$ cat config.mk
export PLATFORM = sky130hd
export DESIGN_NAME = calc_display_driver
export DESIGN_NICKNAME = d
export VERILOG_FILES = /design/src/rtl/calc_display_pkg.sv /design/src/rtl/calc_display_driver_bin2bcd.sv /design/src/rtl/calc_display_driver.sv
export SDC_FILE = /design/constraint.sdc
export NUM_CORES = 1
export LEC_CHECK = 0
export CORE_MARGIN = 1
export CORE_UTILIZATION = 45
export DETAILED_ROUTE_END_ITERATION = 16
export DONT_BUFFER_PORTS = 1
export SETUP_SLACK_MARGIN = 0.2
export SKIP_CTS_REPAIR_TIMING = 1
export SYNTH_ARGS = -nofsm -noshare
export SYNTH_HDL_FRONTEND = slang
export SYNTH_SLANG_ARGS = --single-unit
$ cat constraint.sdc
create_clock -name clk -period 6 [get_ports clk]
set_input_delay 1.2 -clock clk [delete_from_list [all_inputs] [get_ports clk]]
set_output_delay 1.2 -clock clk [all_outputs]
set_load 0.05 [all_outputs]
$ cat src/rtl/calc_display_pkg.sv
// ---------------------------------------------------------------------------
// calc_display_pkg
//   Shared types and constants for the calculator display driver:
//   conversion FSM state enum, digit count, 7-segment lookup table and the
//   nibble-to-segment decode helper.
//   Segment encoding is {g,f,e,d,c,b,a}, active-high.
// ---------------------------------------------------------------------------
package calc_display_pkg;

    typedef enum logic [1:0] {
        IDLE   = 2'd0,
        SHIFT  = 2'd1,
        COMMIT = 2'd2
    } disp_state_t;

    localparam int NUM_DIGITS = 3;

    localparam logic [6:0] SEG_LUT [0:9] = '{
        7'h3F, 7'h06, 7'h5B, 7'h4F, 7'h66,
        7'h6D, 7'h7D, 7'h07, 7'h7F, 7'h6F
    };

    // Non-decimal nibbles cannot come out of the converter; show them dark.
    function automatic logic [6:0] seg_decode(input logic [3:0] nib);
        logic [6:0] s;
        s = 7'h00;
        for (int i = 0; i < 10; i++) begin
            if (nib == 4'(i)) s = SEG_LUT[i];
        end
        return s;
    endfunction

endpackage

$ cat src/rtl/calc_display_driver_bin2bcd.sv
// ---------------------------------------------------------------------------
// bin2bcd_serial
//   Serial double-dabble converter, one input bit per clock.
//   IDLE -> SHIFT (8 edges) -> COMMIT -> IDLE.
// Ports:
//   clk    in   system clock
//   rst_n  in   asynchronous active-low reset
//   start  in   load bin and begin a conversion (honoured in IDLE only)
//   bin    in   8-bit unsigned value to convert
//   busy   out  high in SHIFT and COMMIT
//   done   out  high during COMMIT; bcd is final in that cycle
//   bcd    out  {hund,tens,ones} from the scratch register
// ---------------------------------------------------------------------------
module bin2bcd_serial
    import calc_display_pkg::*;
(
    input  logic        clk,
    input  logic        rst_n,
    input  logic        start,
    input  logic [7:0]  bin,
    output logic        busy,
    output logic        done,
    output logic [11:0] bcd
);

    disp_state_t state_q, state_d;
    logic [7:0]  shift_q, shift_d;
    logic [9:0]  scratch_q, scratch_d;   // {hund[1:0], tens[3:0], ones[3:0]}
    logic [2:0]  cnt_q, cnt_d;

    logic [3:0]  ones_adj, tens_adj;
    logic [8:0]  adj;

    always_ff @(posedge clk or negedge rst_n) begin
        if (!rst_n) begin
            state_q   <= IDLE;
            shift_q   <= '0;
            scratch_q <= '0;
            cnt_q     <= '0;
        end else begin
            state_q   <= state_d;
            shift_q   <= shift_d;
            scratch_q <= scratch_d;
            cnt_q     <= cnt_d;
        end
    end

    // Add-3 correction. Hundreds never exceeds 2 for an 8-bit input, so it
    // needs no correction, and its top bit is always 0 before a shift; only
    // the low 9 bits of the corrected scratch are carried into the shift.
    always_comb begin
        ones_adj = (scratch_q[3:0] >= 4'd5) ? scratch_q[3:0] + 4'd3 : scratch_q[3:0];
        tens_adj = (scratch_q[7:4] >= 4'd5) ? scratch_q[7:4] + 4'd3 : scratch_q[7:4];
        adj      = {scratch_q[8], tens_adj, ones_adj};
    end

    always_comb begin
        state_d   = state_q;
        shift_d   = shift_q;
        scratch_d = scratch_q;
        cnt_d     = cnt_q;
        case (state_q)
            IDLE: begin
                if (start) begin
                    shift_d   = bin;
                    scratch_d = '0;
                    cnt_d     = '0;
                    state_d   = SHIFT;
                end
            end
            SHIFT: begin
                {scratch_d, shift_d} = {adj, shift_q, 1'b0};
                cnt_d = cnt_q + 3'd1;
                if (cnt_q == 3'd7) state_d = COMMIT;
            end
            COMMIT: state_d = IDLE;
            default: state_d = IDLE;
        endcase
    end

    assign busy = (state_q != IDLE);
    assign done = (state_q == COMMIT);
    assign bcd  = {2'b00, scratch_q};

endmodule

$ cat src/rtl/calc_display_driver.sv
// ---------------------------------------------------------------------------
// calc_display_driver
//   Takes the accumulator's 8-bit result, converts it to 3 BCD digits with a
//   serial double-dabble engine and drives a 3-digit multiplexed 7-segment
//   display. Only the latest input value is converted; changes during a
//   conversion are picked up when the engine returns to idle.
// Parameters:
//   REFRESH_DIV  clk cycles per digit slot (>=2)
//   CNT_W        prescaler width, derived; do not override
// Ports:
//   clk       in   system clock
//   rst_n     in   asynchronous active-low reset
//   value_in  in   8-bit unsigned accumulator result
//   seg       out  segments {g,f,e,d,c,b,a}, active-high
//   dig_sel   out  one-hot digit enable; [0]=ones [1]=tens [2]=hundreds
//   busy      out  conversion in flight
//   bcd_out   out  committed digits {hund,tens,ones}
// Configuration:
//   CALC_DISP_LZ_BLANK_EN  when defined, blanks leading zeros (hundreds when
//   0, tens when hundreds and tens are 0); slot timing is unchanged.
// ---------------------------------------------------------------------------
module calc_display_driver
    import calc_display_pkg::*;
#(
    parameter int REFRESH_DIV = 1024,
    parameter int CNT_W       = $clog2(REFRESH_DIV)
) (
    input  logic        clk,
    input  logic        rst_n,
    input  logic [7:0]  value_in,
    output logic [6:0]  seg,
    output logic [2:0]  dig_sel,
    output logic        busy,
    output logic [11:0] bcd_out
);

    logic [7:0]       src_q, src_d;
    logic [11:0]      bcd_out_q, bcd_out_d;
    logic [CNT_W-1:0] presc_q, presc_d;
    logic [1:0]       idx_q, idx_d;

    logic             conv_start, conv_busy, conv_done;
    logic [11:0]      conv_bcd;

    logic [3:0]       nib;
    logic [6:0]       seg_raw;

    // Busy covers COMMIT, so the compare only happens once the engine is
    // back in IDLE; that is what lets a mid-conversion change be seen later.
    assign conv_start = !conv_busy && (value_in != src_q);

    bin2bcd_serial u_conv (
        .clk   (clk),
        .rst_n (rst_n),
        .start (conv_start),
        .bin   (value_in),
        .busy  (conv_busy),
        .done  (conv_done),
        .bcd   (conv_bcd)
    );

    always_comb begin
        src_d     = conv_start ? value_in : src_q;
        bcd_out_d = conv_done  ? conv_bcd : bcd_out_q;
    end

    // Scan prescaler and digit index.
    always_comb begin
        presc_d = presc_q + 1'b1;
        idx_d   = idx_q;
        if (presc_q == CNT_W'(REFRESH_DIV - 1)) begin
            presc_d = '0;
            case (idx_q)
                2'd0:    idx_d = 2'd1;
                2'd1:    idx_d = 2'd2;
                default: idx_d = 2'd0;
            endcase
        end
        if (idx_q == 2'd3) idx_d = 2'd0;
    end

    always_ff @(posedge clk or negedge rst_n) begin
        if (!rst_n) begin
            src_q     <= '0;
            bcd_out_q <= '0;
            presc_q   <= '0;
            idx_q     <= '0;
        end else begin
            src_q     <= src_d;
            bcd_out_q <= bcd_out_d;
            presc_q   <= presc_d;
            idx_q     <= idx_d;
        end
    end

    // Digit select and segment mux; the unreachable idx 3 shows as ones.
    always_comb begin
        case (idx_q)
            2'd1: begin dig_sel = 3'b010; nib = bcd_out_q[7:4];  end
            2'd2: begin dig_sel = 3'b100; nib = bcd_out_q[11:8]; end
            default: begin dig_sel = 3'b001; nib = bcd_out_q[3:0]; end
        endcase
        seg_raw = seg_decode(nib);
    end

`ifdef CALC_DISP_LZ_BLANK_EN
    always_comb begin
        seg = seg_raw;
        if (idx_q == 2'd2 && bcd_out_q[11:8] == 4'd0) seg = 7'h00;
        if (idx_q == 2'd1 && bcd_out_q[11:4] == 8'd0) seg = 7'h00;
    end
`else
    assign seg = seg_raw;
`endif

    assign busy    = conv_busy;
    assign bcd_out = bcd_out_q;

endmodule
==> impl_metrics.json <==
{
  "status": "completed",
  "fmax_ghz": 0.242,
  "yosys_warnings": 0,
  "ys_seq_elements": 53,
  "slew_headroom_pct": 23.1,
  "dp_hpwl_um": 3400,
  "root_buffer": "clkbuf_8",
  "synth.most_common_cell": "dfrtp_1",
  "worstPathRequired_ps": 4800,
  "p_int_uw": 798,
  "drt_iter0_markers": 68,
  "avgSynthCellArea_um2": 10.8,
  "final_cells": 323,
  "synth_enable_flop_cells": 0,
  "synthCells": 251,
  "hold_depth": 1,
  "synth.distinct_cells": 45,
  "p_leak_uw": 0.00124,
  "netlist_top_cells_area": "dfrtp_1 (49%), mux2_2 (8.3%), ha_1 (6.0%)",
  "cts_buffers": 5,
  "grt_overflow": 0,
  "gr-usage-all-layers_pct": 16.9,
  "crit_arrival_ps": 2940,
  "ant_nets": 0,
  "grt_pass1_wl_um": 8240,
  "yosys.area.top_type": "dfrtp_1",
  "clockBufferDepth": 2,
  "via_per_inst": 5.51,
  "htree_levels": 2,
  "reg2reg_to": "src_q[0]",
  "criticalPathCategory": "reg -> out",
  "io_pins": 33,
  "min_path_type": "reg -> reg",
  "grt_max_degree": 54,
  "die_y_um": 79.7,
  "hold_violations": 0,
  "worstHoldStart": "presc_q[6]",
  "critPathMaxFanout": 11,
  "power.share.sequential_pct": 43.9,
  "clockPowerShare_pct": 13.4,
  "slew_viol_final": 0,
  "setup_tns_ps": 0,
  "cts_sinks": 53,
  "area_delta_synth_final_pct": 4.92,
  "synthArstFlopShare_pct": 100,
  "min_period_ps": 4140,
  "rrSetupSlack_ps": 4080,
  "seq_area_um2": 1330,
  "startpoint_type": "flip-flop",
  "hold_path_end": "presc_q[6]",
  "fin_worst_skew_ps": 8.39,
  "dr.pass1.iters": 4,
  "dieWidth_um": 79.7,
  "drcViolationCount": 0,
  "dp.cells": 315,
  "vias": 1781,
  "gp_congestion": 0.830,
  "cts_tree": "done",
  "antenna_found_initial": 0,
  "synth_common_cells": "dfrtp_1 (53), nand2_1 (23), mux2_2 (20)",
  "switching_share_pct": 47.1,
  "io_buffers": 0,
  "power_switching_uw": 711,
  "wire_per_inst_um": 15.2,
  "initial_utilization_pct": 47.9,
  "rsz0062_at_grt": "no",
  "p_per_area_nw_per_um2": 529,
  "drive_above_1_share_pct": 13.5,
  "diodes": 0,
  "dieArea_um2": 6360,
  "synthFlopType": "dfrtp_1",
  "rows": 27,
  "grt_pass1_vias": 1749,
  "worstRegToRegCells": 4,
  "coreArea_um2": 5680,
  "insertion_delay_ps": 310,
  "maxCapViolations": 0,
  "netlist_area_um2": 2720,
  "yosysTopAreaCellShare_pct": 48.8,
  "multi_input_area_um2": 1300,
  "r2r-start": "src_q[2]",
  "seq_area_frac_synth_pct": 48.8,
  "path_clk_slew_ps": 100,
  "fill_cells": 534,
  "critPathCaptureType": "output port",
  "num-nets-final": 273,
  "irDropWorstVdd_v": 0.000301,
  "routed_wl_um": 4920,
  "fin_crit_sh_pct": 69.0,
  "pwr-share-comb_pct": 42.7,
  "setup_viol": 0,
  "worst_pin_slew_ps": 1150
}
registers in the layout, indices dropped and copies added (netlist names):
| signal | cells |
|---|---|
| u_conv.state_q | 2 |
| src_q | 8 |
| u_conv.shift_q | 8 |
| presc_q | 10 |
| u_conv.scratch_q | 10 |
| bcd_out | 10 |
| idx_q | 2 |
| u_conv.cnt_q | 3 |
worst max path at each step:
stage,from,to,slack (ps),cells after the start
after floorplan,idx_q[0],seg[3],2150,6
after global placement,idx_q[0],seg[5],2300,6
after detailed placement,idx_q[1],seg[5],2190,6
after CTS,idx_q[0],seg[5],1840,6
after global routing,idx_q[0],seg[5],1670,6
final,idx_q[0],seg[5],1860,6
layout make-up:
type                       instances  area share (%)
inverter                          12            1.58
sequential                        53            46.5
tap                               72            3.16
clock buffer                       6            2.54
timing repair buffer               1           0.263
clock inverter                     2           0.482
multi-input combinational        177            45.5
cells by family (layout without fill, tap and decap cells):
logic type | after synthesis | count (layout) | share of synthesized area (%)
muxes | 22 | 22 | 9.02
AOI/OAI and AO/OA | 55 | 55 | 14.3
and+or+nand+nor | 66 | 66 | 11.8
adders and majority gates | 13 | 13 | 5.98
buffers and inverters | 22 | 21 | 3.87
other | 1 | 2 | 0.138
DFF | 53 | 53 | 48.8
xor gates and xnor gates | 19 | 19 | 6.12
per-stage QoR:
stage | worst slack [ps] | power [µW] | utilization [%] | cell area [µm²] | hold slack [ps]
6_report | 1860 | 1510 | 50.3 | 2850 | 476
5_1_grt | 1670 | 1620 | 50.3 | 2850 | 519
4_1_cts | 1840 | 1520 | 50.3 | 2850 | 482
3_5_place_dp | 2190 | 1320 | 48.7 | 2770 | 465
3_3_place_gp | 2300 | 1300 | 48.7 | 2770 | 460
2_1_floorplan | 2150 | 1210 | - | 2720 | 441
cells in the final DEF, fill, tap and decap left out, drive strengths merged:
master	count
a21boi	2
a21o	1
a21oi	6
a221o	7
a221oi	1
a22o	1
a22oi	3
a311oi	1
a31oi	3
a32oi	1
and2	9
buf	1
clkbuf	6
clkinv	1
conb	2
dfrtp	53
ha	13
inv	13
mux2	20
mux2i	2
nand2	23
nand2b	3
nand3	7
nand4	3
nor2	13
nor2b	2
nor3	2
nor4b	2
o211a	1
o21a	1
o21ai	18
o22ai	3
o2bb2ai	2
o31ai	2
o32ai	2
or2	1
or3	1
xnor2	14
xor2	5
worst max-delay path, stage by stage, from the launching register on:
cell and delay [ps]:
dfrtp_1 440, inv_1 100, ha_1 490, inv_1 310, a21boi_0 340, nand2_1 80
a22oi_1 870
routing by layer:
| layer | GRT usage (%) | wire length, µm |
|---|---|---|
| met5 | 0 | 0 |
| met1 | 22.0 | 2410 |
| met3 | 4.46 | 251 |
| met2 | 27.2 | 2200 |
| met4 | 5.89 | 68 |
power groups by stage:
stage,clock network (µW),logic (µW),registers (µW)
global route,224,711,682
CTS,210,651,663
finish,202,644,662
floorplan,0,568,640
detailed placement,0,646,670
global placement,0,633,667
Note: power is estimated with default switching activity, not from simulation.
